<file path="config.mk">
export PLATFORM = sky130hd
export DESIGN_NAME = sb_rx_packet_decoder
export DESIGN_NICKNAME = d
export VERILOG_FILES = /design/src/rtl/sb_pkg.sv /design/src/rtl/sb_rx_msg_lookup.sv /design/src/rtl/sb_rx_packet_decoder.sv
export SDC_FILE = /design/constraint.sdc
export NUM_CORES = 1
export LEC_CHECK = 0
export CORE_MARGIN = 10
export CORE_UTILIZATION = 40
export CTS_BUF_LIST = sky130_fd_sc_hd__clkbuf_16
export DETAILED_ROUTE_END_ITERATION = 8
export PLACE_DENSITY = 0.88
export SYNTH_ARGS = -nofsm -noshare
export SYNTH_HDL_FRONTEND = slang
export SYNTH_HIERARCHICAL = 1
export SYNTH_SLANG_ARGS = --single-unit
</file>
<file path="constraint.sdc">
create_clock -name i_divided_clk -period 1.6 [get_ports i_divided_clk]
set_input_delay 0.24 -clock i_divided_clk [delete_from_list [all_inputs] [get_ports i_divided_clk]]
set_output_delay 0.24 -clock i_divided_clk [all_outputs]
set_load 0.05 [all_outputs]
</file>
<file path="src/rtl/sb_pkg.sv">
// Sideband shared definitions: opcodes, header field positions,
// decoded message struct and the msgcode/subcode table.
package sb_pkg;

  localparam logic [4:0] SB_OP_MSG_NODATA = 5'b10010;
  localparam logic [4:0] SB_OP_MSG_DATA   = 5'b11011;

  localparam int SB_OPC_LSB  = 0;
  localparam int SB_CODE_LSB = 14;
  localparam int SB_SUB_LSB  = 32;
  localparam int SB_INFO_LSB = 40;
  localparam int SB_CP_BIT   = 62;
  localparam int SB_DP_BIT   = 63;

  typedef struct packed {
    logic [3:0] state;
    logic [3:0] sub_state;
    logic [3:0] msg_no;
  } sb_msg_t;

  // {msgcode, msgsubcode} -> {state, sub_state, msg_no}
  localparam int SB_TBL_N = 4;
  localparam logic [15:0] SB_TBL_KEY [SB_TBL_N] = '{
    16'h9501, 16'h9502, 16'h8500, 16'h9A03
  };
  localparam logic [11:0] SB_TBL_VAL [SB_TBL_N] = '{
    12'h123, 12'h124, 12'h201, 12'h315
  };

endpackage

</file>
<file path="src/rtl/sb_rx_msg_lookup.sv">
// Combinational {msgcode, subcode} lookup into the shared
// sideband message table.
module sb_rx_msg_lookup
  import sb_pkg::*;
(
  input  logic [7:0] msgcode,
  input  logic [7:0] subcode,
  output sb_msg_t    msg,
  output logic       hit
);

  always_comb begin
    msg = '0;
    hit = 1'b0;
    for (int i = 0; i < SB_TBL_N; i++) begin
      if (SB_TBL_KEY[i] == {msgcode, subcode}) begin
        msg = sb_msg_t'(SB_TBL_VAL[i]);
        hit = 1'b1;
      end
    end
  end

endmodule

</file>
<file path="src/rtl/sb_rx_packet_decoder.sv">
// Sideband RX decoder: pattern lock, parity, message decode.
// Parity checking enabled by `define SB_RX_PARITY_CHECK_EN.
module sb_rx_packet_decoder
  import sb_pkg::*;
#(
  parameter int          PATTERN_WORDS = 2,
  parameter logic [63:0] PATTERN_WORD  = 64'hAAAA_AAAA_AAAA_AAAA
) (
  input  logic        i_divided_clk,
  input  logic        i_rst_n,
  input  logic [63:0] i_rx_data_in,
  input  logic        i_rx_valid,
  input  logic        i_msg_ack,
  output logic [3:0]  o_state,
  output logic [3:0]  o_sub_state,
  output logic [3:0]  o_msg_no,
  output logic [2:0]  o_msg_info,
  output logic [15:0] o_data_bus,
  output logic        o_msg_valid,
  output logic        o_data_valid,
  output logic        o_rsp_delivered,
  output logic        o_pattern_samp_done,
  output logic        o_parity_err,
  output logic        o_decode_err,
  output logic        o_overflow
);

  typedef enum logic [1:0] {IDLE, WAIT_DATA, HOLD} st_t;

  localparam logic [1:0] PAT_LAST = 2'(PATTERN_WORDS - 1);

  st_t        st;
  logic [1:0] pat_cnt;
  sb_msg_t    pend_msg;
  logic [2:0] pend_info;
  sb_msg_t    lk_msg;
  logic       hit;
  logic [4:0] op;
  logic       is_pat, known, cp_ok, dp_ok, take_hdr;
  logic       h_bad_cp, h_miss, h_nd, h_dat;
`ifdef SB_RX_PARITY_CHECK_EN
  logic       pend_dp;
`endif

  sb_rx_msg_lookup u_lookup (
    .msgcode (i_rx_data_in[SB_CODE_LSB +: 8]),
    .subcode (i_rx_data_in[SB_SUB_LSB +: 8]),
    .msg     (lk_msg),
    .hit     (hit)
  );

  always_comb begin
    op     = i_rx_data_in[SB_OPC_LSB +: 5];
    is_pat = i_rx_data_in == PATTERN_WORD;
    known  = hit & ((op == SB_OP_MSG_NODATA) |
                    (op == SB_OP_MSG_DATA));
`ifdef SB_RX_PARITY_CHECK_EN
    cp_ok  = i_rx_data_in[SB_CP_BIT] == ^i_rx_data_in[61:0];
    dp_ok  = pend_dp == ^i_rx_data_in;
`else
    cp_ok  = 1'b1;
    dp_ok  = 1'b1;
`endif
    h_bad_cp = ~cp_ok;
    h_miss   = cp_ok & ~known;
    h_nd     = cp_ok & known & (op == SB_OP_MSG_NODATA);
    h_dat    = cp_ok & known & (op == SB_OP_MSG_DATA);
    // an acked HOLD treats the incoming word like IDLE does
    take_hdr = i_rx_valid &
               ((st == IDLE) | ((st == HOLD) & i_msg_ack));
  end

  always_ff @(posedge i_divided_clk or negedge i_rst_n) begin
    if (!i_rst_n) begin
      st                  <= IDLE;
      pat_cnt             <= '0;
      pend_msg            <= '0;
      pend_info           <= '0;
`ifdef SB_RX_PARITY_CHECK_EN
      pend_dp             <= 1'b0;
`endif
      o_state             <= '0;
      o_sub_state         <= '0;
      o_msg_no            <= '0;
      o_msg_info          <= '0;
      o_data_bus          <= '0;
      o_msg_valid         <= 1'b0;
      o_data_valid        <= 1'b0;
      o_rsp_delivered     <= 1'b0;
      o_pattern_samp_done <= 1'b0;
      o_parity_err        <= 1'b0;
      o_decode_err        <= 1'b0;
      o_overflow          <= 1'b0;
    end else begin
      o_rsp_delivered     <= 1'b0;
      o_pattern_samp_done <= 1'b0;
      o_parity_err        <= 1'b0;
      o_decode_err        <= 1'b0;
      o_overflow          <= 1'b0;

      case (st)
        WAIT_DATA: begin
          if (i_rx_valid) begin
            if (!dp_ok) begin
              o_parity_err <= 1'b1;
              st           <= IDLE;
            end else begin
              o_state         <= pend_msg.state;
              o_sub_state     <= pend_msg.sub_state;
              o_msg_no        <= pend_msg.msg_no;
              o_msg_info      <= pend_info;
              o_data_bus      <= i_rx_data_in[15:0];
              o_msg_valid     <= 1'b1;
              o_data_valid    <= 1'b1;
              o_rsp_delivered <= 1'b1;
              st              <= HOLD;
            end
          end
        end
        HOLD: begin
          if (i_rx_valid && !i_msg_ack) begin
            o_overflow <= 1'b1;
          end else if (i_msg_ack && !i_rx_valid) begin
            o_msg_valid  <= 1'b0;
            o_data_valid <= 1'b0;
            st           <= IDLE;
          end
        end
        default: ;
      endcase

      if (take_hdr) begin
        o_msg_valid  <= 1'b0;
        o_data_valid <= 1'b0;
        st           <= IDLE;
        if (is_pat) begin
          if (pat_cnt == PAT_LAST) begin
            o_pattern_samp_done <= 1'b1;
            pat_cnt             <= '0;
          end else begin
            pat_cnt <= pat_cnt + 2'd1;
          end
        end else begin
          pat_cnt <= '0;
          unique case (1'b1)
            h_bad_cp: o_parity_err <= 1'b1;
            h_miss:   o_decode_err <= 1'b1;
            h_nd: begin
              o_state         <= lk_msg.state;
              o_sub_state     <= lk_msg.sub_state;
              o_msg_no        <= lk_msg.msg_no;
              o_msg_info      <= i_rx_data_in[SB_INFO_LSB +: 3];
              o_data_bus      <= '0;
              o_msg_valid     <= 1'b1;
              o_rsp_delivered <= 1'b1;
              st              <= HOLD;
            end
            h_dat: begin
              pend_msg  <= lk_msg;
              pend_info <= i_rx_data_in[SB_INFO_LSB +: 3];
`ifdef SB_RX_PARITY_CHECK_EN
              pend_dp   <= i_rx_data_in[SB_DP_BIT];
`endif
              st        <= WAIT_DATA;
            end
          endcase
        end
      end
    end
  end

endmodule

</file>
=== Word level (Yosys, flattened, before mapping) ===
Cells that the tools add are included.

* Bits in registers: 56
* Input bits: 68
* Output and inout bits: 38
* Word-level logic and storage cells: 110

* Add/subtract/negate cells: 1
* Equal/unequal tests: 13
* Mux-type cells: 63
* Bitwise gates (word level): 8
* Reduce and logical (&&, ||, !) cells: 8

{| class="wikitable"
|+ Operators with widths
! cell !! count
|-
| $mux W16 || 5
|-
| $eq A16 B16 Y1 const A || 4
|-
| $eq A64 B64 Y1 const B || 1
|-
| $mux W4 || 15
|-
| $mux W1 || 24
|-
| $mux W10 || 2
|-
| $mux W9 || 2
|-
| $mux W3 || 5
|-
| $mux W2 || 7
|-
| $eq A5 B5 Y1 const B || 2
|-
| $pmux W2 S2 || 2
|-
| $ne A3 B3 Y1 const B || 2
|-
| $and A1 B1 Y1 || 5
|-
| $eq A2 B1 Y1 const B || 2
|-
| $reduce_and A4 Y1 || 1
|-
| $ne A3 B2 Y1 const B || 1
|-
| $reduce_and A3 Y1 || 1
|-
| $reduce_bool A3 Y1 || 1
|-
| $add A2 B1 Y2 const B || 1
|-
| $eq A2 B2 Y1 const B || 1
|-
| $logic_and A1 B1 Y1 || 2
|-
| $logic_not A1 Y1 || 2
|-
| $logic_not A2 Y1 || 1
|-
| $or A1 B1 Y1 || 2
|-
| other kinds (2) || 2
|}

=== Logic depth before layout (Yosys ltp) ===
Gate-level depths: netlist of run 1.

* Word-level depth: 10
* Mapped depth: 8
* Depth with buffers taken out: 7

=== Cells and area by module ===
Netlist of run 1, hierarchy kept.

{| class="wikitable"
|+ By module, submodules not included
! module !! times used !! cells an instance !! area an instance (um^2) !! sequential area each (um^2)
|-
| sb_rx_packet_decoder || 1 || 246 || 2532.4 || 1376.3
|-
| sb_rx_msg_lookup || 1 || 33 || 231.5 || 0.0
|}

=== Worst setup path before layout of run 1 ===
Ideal clock, no wire load.

* Path type: in2reg
* Start: input i_rx_data_in[17]
* End: register pend_msg[0] (netlist name)
* Library setup time: 125 ps
* Arrival time: 1825 ps
* Data required time: 1475 ps
* Path slack: -350 ps
* Stages: 8
* Buffers on the path: 2
* Path through: and4bb_1 o21ai_1 a31oi_1 and4b_1 and4_4 buf_6 buf_12 mux2_4

* Cells in the longest elaborated chain, start to end: 8
* Elaborated cells on any way between the ends: 17
* Classes of those cells: eq/ne (5); mux (8); bitwise (3); reduce/logical (1)

{| class="wikitable"
|+ RTL lines
! what !! RTL line !! source
|-
| from (decl) || sb_rx_packet_decoder.sv:11 || <nowiki>input logic [63:0] i_rx_data_in,</nowiki>
|-
| $eq A16 B16 Y1 || sb_rx_msg_lookup.sv:16 || <nowiki>if (SB_TBL_KEY[i] == {msgcode, subcode}) begin</nowiki>
|-
| $mux W1 (3 in series) || sb_rx_msg_lookup.sv:16 ||
|-
| $mux W1 (*) || sb_rx_msg_lookup.sv:16 ||
|-
| named net hit || sb_rx_packet_decoder.sv:37 || <nowiki>logic hit;</nowiki>
|-
| $and A1 B1 Y1 (*) || sb_rx_packet_decoder.sv:55 || <nowiki>known = hit & ((op == SB_OP_MSG_NODATA) |</nowiki>
|-
| $and A1 B1 Y1 (*) || sb_rx_packet_decoder.sv:67 || <nowiki>h_dat = cp_ok & known & (op == SB_OP_MSG_DATA);</nowiki>
|-
| $reduce_and A3 Y1 (no source line) (*) || n/a ||
|-
| to (signal assigned) || sb_rx_packet_decoder.sv:159 || <nowiki>pend_msg <= lk_msg;</nowiki>
|-
| to (decl) || sb_rx_packet_decoder.sv:34 || <nowiki>sb_msg_t pend_msg;</nowiki>
|}

The timed path passes the listed nets; every way through them passes the cells marked *.
A chain may end at the register's enable or synchronous reset.

=== Final worst setup path of run 1 ===
* Start: input i_rx_data_in[39]
* End: register pend_info[1]

* Cells in the longest elaborated chain, start to end: 8
* Elaborated cells on any way between the ends: 13
* Classes of those cells: eq/ne (5); mux (4); bitwise (3); reduce/logical (1)

{| class="wikitable"
|+ RTL lines
! what !! RTL line !! source
|-
| $eq A16 B16 Y1 || sb_rx_msg_lookup.sv:16 ||
|-
| $mux W1 (3 in series) || sb_rx_msg_lookup.sv:16 ||
|-
| $mux W1 (*) || sb_rx_msg_lookup.sv:16 ||
|-
| named net hit || sb_rx_packet_decoder.sv:37 ||
|-
| $and A1 B1 Y1 (*) || sb_rx_packet_decoder.sv:55 ||
|-
| $and A1 B1 Y1 (*) || sb_rx_packet_decoder.sv:67 ||
|-
| $reduce_and A3 Y1 (no source line) (*) || n/a ||
|-
| to (signal assigned) || sb_rx_packet_decoder.sv:160 || <nowiki>pend_info <= i_rx_data_in[SB_INFO_LSB +: 3];</nowiki>
|-
| to (decl) || sb_rx_packet_decoder.sv:35 || <nowiki>logic [2:0] pend_info;</nowiki>
|}

Marked as above.

==> results_dict.tcl, run 1 <==
set metrics [dict create \
    path_cells "dlygate4sd2_1 -> nor3_4 -> nand3_2 -> a31oi_1 -> and4b_1 -> and4_4 -> buf_12 -> mux2_4" \
    ys_warn_count 6 \
    ios 106 \
    power.leakage_nw 2.35 \
    start_kind "input pin" \
    arrival_ns 1.97 \
    ir_worst_vdd_mv 0.506 \
    crit_family "simple AND/OR/NAND/NOR gates" \
    fmax_ghz 0.559 \
    die_x_um 103 \
    fin_nets 511 \
    syn_area_per_cell_um2 9.91 \
    setup_violations 48 \
    clock_sinks 55 \
    final_area_mm2 0.00477 \
    fp.dieArea_mm2 0.0106 \
    ys_async_sr_fraction_pct 100 \
    synth_xor_area_share_pct 0.317 \
    cap_violations 0 \
    cts_buffer_depth 2 \
    portBuffers 104 \
    layout_setup_ws_ns -0.190 \
    final-max-slew-violation-count 0 \
    hold_start "i_rx_data_in[15]" \
    drtPass1Iterations 4 \
    synthSimpleGateAreaFrac_pct 27.8 \
    cts-root-buf "clkbuf_16" \
    drt-total-wl_um 10300 \
    grt_overflow 0 \
    rr_worst_depth 7 \
    synth_edf_count 0 \
    die_y_um 103 \
    finalCritPeriodShare_pct 112 \
    pwr_density_cell_mw_per_mm2 668 \
    rrSetupSlack_ns -0.03 \
    hp-class "input pin to register" \
    ys_types 44 \
    crit_buf_inv 2 \
    drc 0 \
    htreeDepth 2 \
    timing.rr.end "o_sub_state[1]" \
    vias 2867 \
    critPathKind "input pin to register" \
    yosys_register_bits 55 \
    violations "setup timing" \
    tns_ns -5.83 \
    seq_area_frac_synth_pct 49.8 \
    syn_to_final_growth_pct 72.6 \
    worst_setup_path_end_kind "register" \
    drt-wirelength-per-cell_um 19.7 \
    total_power_w 0.00319 \
    grt_pass1_wl_um 15800 \
    grt_max_degree 36 \
    coreArea_mm2 0.00676 \
    vias_per_cell 5.45 \
    synth_top_family_by_area "simple AND/OR/NAND/NOR gates" \
    min_period_ns 1.79 \
    syn_area_mm2 0.00276 \
    gp_congestion 0.855 \
    reg2reg_from "o_msg_valid" \
    start_util_pct 40.9 \
    synth_adder_area_share_pct 0 \
    clk_pin_slew_worst_paths_ns 0.07 \
    clock_latency_ns 0.30 \
    rows 30 \
    hold_viol_final 0 \
    slowest_delay_ns 0.30 \
    outcome "complete, but fails checks" \
    whs_path_depth 3 \
    synth_compound_area_share_pct 9.46 \
    grt_pass1_vias 3111 \
    critPathMaxFanout 6 \
    rsz0062_at_grt "true" \
    slew_headroom_pct 66.6 \
    cp.required_ns 1.78 \
    slowest_stage "mux2_4" \
    hpwl_um 7080 \
    tightest_slew_ns 0.501 \
    cts_tree "built" \
    track_usage_pct 19.2 \
    layout-drive-gt1-share_pct 43.2 \
    fillers 438 \
    grt_antenna_before_repair 1 \
    ant_nets 0 \
    postSynthCellCount 279 \
    drt_iter0_markers 164 \
    synthMuxAreaShare_pct 7.70 \
    cts_made_buffers 5 \
    ys_dominant_reg_cell "dfrtp_1" \
    whs_endpoint "o_data_bus[15]" \
    fin_skew_ns 0.00650 \
    placement.cell_area_mm2 0.00411 \
]
==> synthesized netlist by cell type, drive strengths merged (4+ instances only) <==
master,count,area [µm²]
a31oi,16,100
nor2,22,82.6
nor2b,5,38.8
clkbuf,7,26.3
a21oi,20,100
nor4bb,12,120
nand4,7,50.1
and4b,4,40.0
mux2,15,203
nand2,70,263
dfrtp,55,1380
buf,13,100
o21ai,4,20.0
==> timing repair <==
action | in CTS | in global routing
endpoints found under the setup margin | 53 | 52
hold buffers | 1 | 0
cloned | 4 | 0
gates resized for setup | 104 | 29
hold endpoints to repair | 20 | 0
buffers inserted | 18 | 2
pin swaps | 23 | 13
==> worst max path at each step <==
stage	depth (start not counted)	slack, ns	end	startpoint
after floorplan	8	-0.32	pend_msg[0]	i_rx_data_in[15]
after global placement	8	-0.82	pend_msg[3]	i_rx_data_in[20]
after detailed placement	8	-0.89	pend_msg[7]	i_rx_data_in[20]
after CTS	8	-0.16	pend_msg[7]	i_rx_data_in[36]
after global routing	8	-0.27	pend_msg[7]	i_rx_data_in[14]
final	8	-0.19	pend_info[1]	i_rx_data_in[39]
==> cells in the final DEF, fill, tap and decap left out, types with 3 or more instances in the layout <==
master / n
buf_2: 7
buf_6: 9
nand4_1: 6
a21oi_2: 9
nor2b_1: 3
conb_1: 6
clkbuf_16: 5
and4b_1: 4
nor4bb_2: 3
nand2_1: 70
dfrtp_1: 54
nor2_2: 8
dlymetal6s2s_1: 13
clkdlybuf4s50_1: 34
nor4bb_4: 6
buf_4: 94
buf_12: 4
o21ai_0: 3
a31oi_1: 14
mux2_4: 15
a21oi_1: 11
nor2_1: 12
nor4bb_1: 3
dlygate4sd2_1: 6
==> worst reg2reg max path, cell delays in order (launching register included) <==
cell and delay [ns]:
dfrtp_2 0.40, buf_4 0.14, nand2b_1 0.17, buf_4 0.16, nor2_2 0.16, buf_4 0.21, nand2_1 0.09, a31oi_2 0.21
==> final cells by class <==
cell class | count | area (µm²) | area share [%]
timing repair buffer | 173 | 1580 | 33.2
multi-input combinational | 207 | 1540 | 32.2
sequential | 55 | 1380 | 28.9
clock buffer | 5 | 125 | 2.62
tap | 80 | 100 | 2.10
clock inverter | 3 | 38.8 | 0.813
antenna | 2 | 5.00 | 0.105
inverter | 1 | 3.75 | 0.0787
==> state kept, by name, summed over array words and instances, names as in the netlist <==
signal               flops
o_data_bus              16
pend_msg                12
o_msg_no                 4
o_state                  4
o_sub_state              4
o_msg_info               3
pend_info                3
pat_cnt                  2
o_data_valid             1
o_decode_err             1
o_msg_valid              1
o_overflow               1
o_pattern_samp_done      1
o_rsp_delivered          1
st                       1
==> stage by stage <==
stage                     instances  worst slack [ns]  hold WS [ns]  util [%]
after floorplan                 283            -0.324       -0.0556         -
after global placement          492            -0.822         0.225      60.8
after detailed placement        492            -0.893         0.232      60.8
after CTS                       522            -0.164         0.193      68.6
after global routing            525            -0.267         0.240      70.6
final                           526            -0.190         0.212      70.6
==> layer usage <==
| metal | share of wire [%] | vias to the layer above | wire (µm) | GRT usage [%] |
|---|---|---|---|---|
| met3 | 7.9 | 27 | 820 | 6.43 |
| met5 | 0 | - | 0 | 0 |
| met2 | 52 | 119 | 5400 | 34.3 |
| met4 | 2.7 | 0 | 280 | 7.49 |
| li1 | - | 1301 | - | - |
| met1 | 37 | 1420 | 3850 | 20.3 |
==> cells by family after synthesis <==
logic type | count (synthesis)
compound gates | 45
xor+xnor | 1
buf+inv | 21
flops | 55
mux | 16
other cells | 2
simple gates | 139
==> report_power, final <==
group / internal (W) / leakage, nW / switching [W]
Sequential: 0.00141 / 0.746 / 0.0000138
Clock: 0.000731 / 0.0812 / 0.000484
Combinational: 0.000282 / 1.53 / 0.000262
Total: 0.00243 / 2.35 / 0.000761
Power figures use the tool's default switching activity.
==> inputs of run 2 (changes only) <==
- CORE_UTILIZATION: 40 -> 41
- CTS_BUF_LIST: sky130_fd_sc_hd__clkbuf_16 -> sky130_fd_sc_hd__clkbuf_8
- MAX_ROUTING_LAYER: unset -> met4
- PLACE_DENSITY: 0.88 -> 0.9
==> run 2 against run 1 <==
Effect of this change:
- the flow still finishes with violations (setup timing)
- sequential share of layout area rose by 0.81 points
- global-route usage is 1.2 points lower
- hold slack worse by 0.016 ns
- largest power group unchanged
- fmax shrank 3.4%
- setup slack worse by 0.063 ns
- non-clock buffer count fell by 16
- register-to-register slack gained 0.06 ns
- sequential cell count unchanged
- final cell count shrank 3.8%
- design area shrank 2.7%
==> results_dict.tcl, run 2 (synthesis results as in run 1) <==
set metrics [dict create \
    htreeDepth 2 \
    hold_viol_final 0 \
    layout_setup_ws_ns -0.253 \
    start_kind "input pin" \
    portBuffers 104 \
    grt_max_degree 37 \
    tns_ns -7.66 \
    ios 106 \
    min_period_ns 1.85 \
    final-max-slew-violation-count 0 \
    outcome "complete, but fails checks" \
    largest_reg_flops 16 \
    fin_nets 495 \
    worst_setup_path_end_kind "register" \
    layout_common_cells "buf_4, nand2_1, dfrtp_1, clkdlybuf4s50_1" \
    track_usage_pct 18.0 \
    layout_commonest_cell "buf_4" \
    critPathKind "input pin to register" \
    drc 0 \
    cts_buffer_depth 2 \
    setup_violations 48 \
    violations "setup timing" \
    dpl_worst_slack_ns -0.904 \
    rsz0062_at_grt "true" \
    clock_sinks 55 \
    cts-root-buf "clkbuf_8" \
    finalCritPeriodShare_pct 116 \
    arrival_ns 2.04 \
    coreArea_mm2 0.00646 \
    vias 2802 \
    start_util_pct 42.8 \
    layout-drive-gt1-share_pct 43.7 \
    placement.cell_area_mm2 0.00405 \
    cp.required_ns 1.79 \
    cts_tree "built" \
    vias_per_cell 5.54 \
    grt_overflow 0 \
    cts_made_buffers 5 \
    hpwl_um 6660 \
    ir_worst_vdd_mv 0.334 \
    grt_pass1_wl_um 14600 \
    fmax_ghz 0.540 \
    fin_skew_ns 0.0118 \
    drt-total-wl_um 10100 \
    ant_nets 0 \
    drt-wirelength-per-cell_um 20.1 \
    grt_pass1_vias 2963 \
    grt_antenna_before_repair 1 \
    critPathMaxFanout 8 \
    top_register "o_data_bus" \
    gp_congestion 0.841 \
    pwr_density_cell_mw_per_mm2 600 \
    clock_latency_ns 0.31 \
    power.leakage_nw 2.10 \
    final_area_mm2 0.00464 \
    die_x_um 102 \
    drt_iter0_markers 173 \
    rows 29 \
    cap_violations 0 \
    top_regs "o_data_bus: 16 flops, pend_msg: 12 flops" \
    fp.dieArea_mm2 0.0104 \
    syn_to_final_growth_pct 67.9 \
    die_y_um 102 \
    clk_pin_slew_worst_paths_ns 0.10 \
    drtPass1Iterations 4 \
    hp-class "input pin to register" \
]
## run 2: cell types whose count changed in the layout (fill, tap and decap cells not counted), moves of 5 or more
cell	delta
dlymetal6s2s_1	-12
clkdlybuf4s50_1	+14
nor4bb_4	-6
a21oi_1	-7
a21oi_2	+6
buf_4	-16
nor4bb_1	+6
nor2_1	-5
clkbuf_8	+7
a31oi_1	-5
nor2_4	+8
a31oi_4	+5
## run 2: through the flow
step                hold slack, ns  cells  utilization (%)  total power (W)
floorplan                  -0.0556    283                -          0.00163
finish                       0.196    506             71.8          0.00279
global placement             0.221    482             62.7          0.00193
detailed placement           0.231    482             62.7          0.00194
global route                 0.182    506             71.8          0.00289
CTS                          0.182    501             67.4          0.00276
## run 2: path summary, 6_finish.rpt
path	cells after the start	slack [ns]	from	end
min	3	0.20	i_rx_data_in[14]	o_data_bus[14]
min in group asynchronous	2	0.42	i_rst_n	o_data_bus[15]
max in group asynchronous	3	0.60	i_rst_n	o_msg_no[2]
max reg2reg	7	0.03	o_msg_valid	o_sub_state[2]
max	11	-0.25	i_rx_data_in[32]	o_sub_state[2]
min reg2reg	1	0.52	pend_msg[1]	pend_msg[1]
## run 2: worst max-delay path, stage by stage
cell and delay, ns:
clkdlybuf4s18_2 0.27, buf_4 0.15, nand4_1 0.16, a31oi_1 0.19, and4b_1 0.26, buf_6 0.12, nand4_1 0.12, buf_6 0.18
clkbuf_16 0.18, nor2_4 0.11, a31oi_4 0.04
## run 2: power by group
part           internal (W)  leakage (nW)  switching [W]  total (W)
combinational      0.000264          1.30       0.000251   0.000516
sequential          0.00141         0.746      0.0000140    0.00143
clock              0.000390        0.0557       0.000453   0.000844
total               0.00207          2.10       0.000719    0.00279
## run 2: metal layers
| layer | up-vias | GRT usage [%] | part of all wire (%) | routed length [µm] |
|---|---|---|---|---|
| li1 | 1265 | - | - | - |
| met1 | 1374 | 19.9 | 39 | 3970 |
| met2 | 135 | 32.0 | 52 | 5300 |
| met3 | 28 | 4.72 | 5.9 | 595 |
| met4 | 0 | 3.58 | 2.8 | 288 |
| met5 | - | - | 0 | 0 |
## run 2: repair_timing
action,4_1_cts,5_1_grt
cloned,2,2
pin swaps,14,11
endpoints found under the hold margin,19,0
gates resized for setup,76,54
hold buffers,1,0
endpoints found under the setup margin,53,52
setup buffers,8,3
## run 2: area by class of cell
class,count,area (µm²)
Multi-Input combinational cell,207,1620
Timing Repair Buffer,157,1440
Fill cell,427,1820
Inverter,1,3.75
Sequential cell,55,1380
Tap cell,77,96.3
Clock buffer,7,96.3
Antenna cell,1,2.50
Clock inverter,1,3.75
==> inputs of run 3 (changes only) <==
- SLEW_MARGIN: unset -> 20
==> results of run 3 <==
No change in the layout: final DEF, timing and power equal those of run 2.
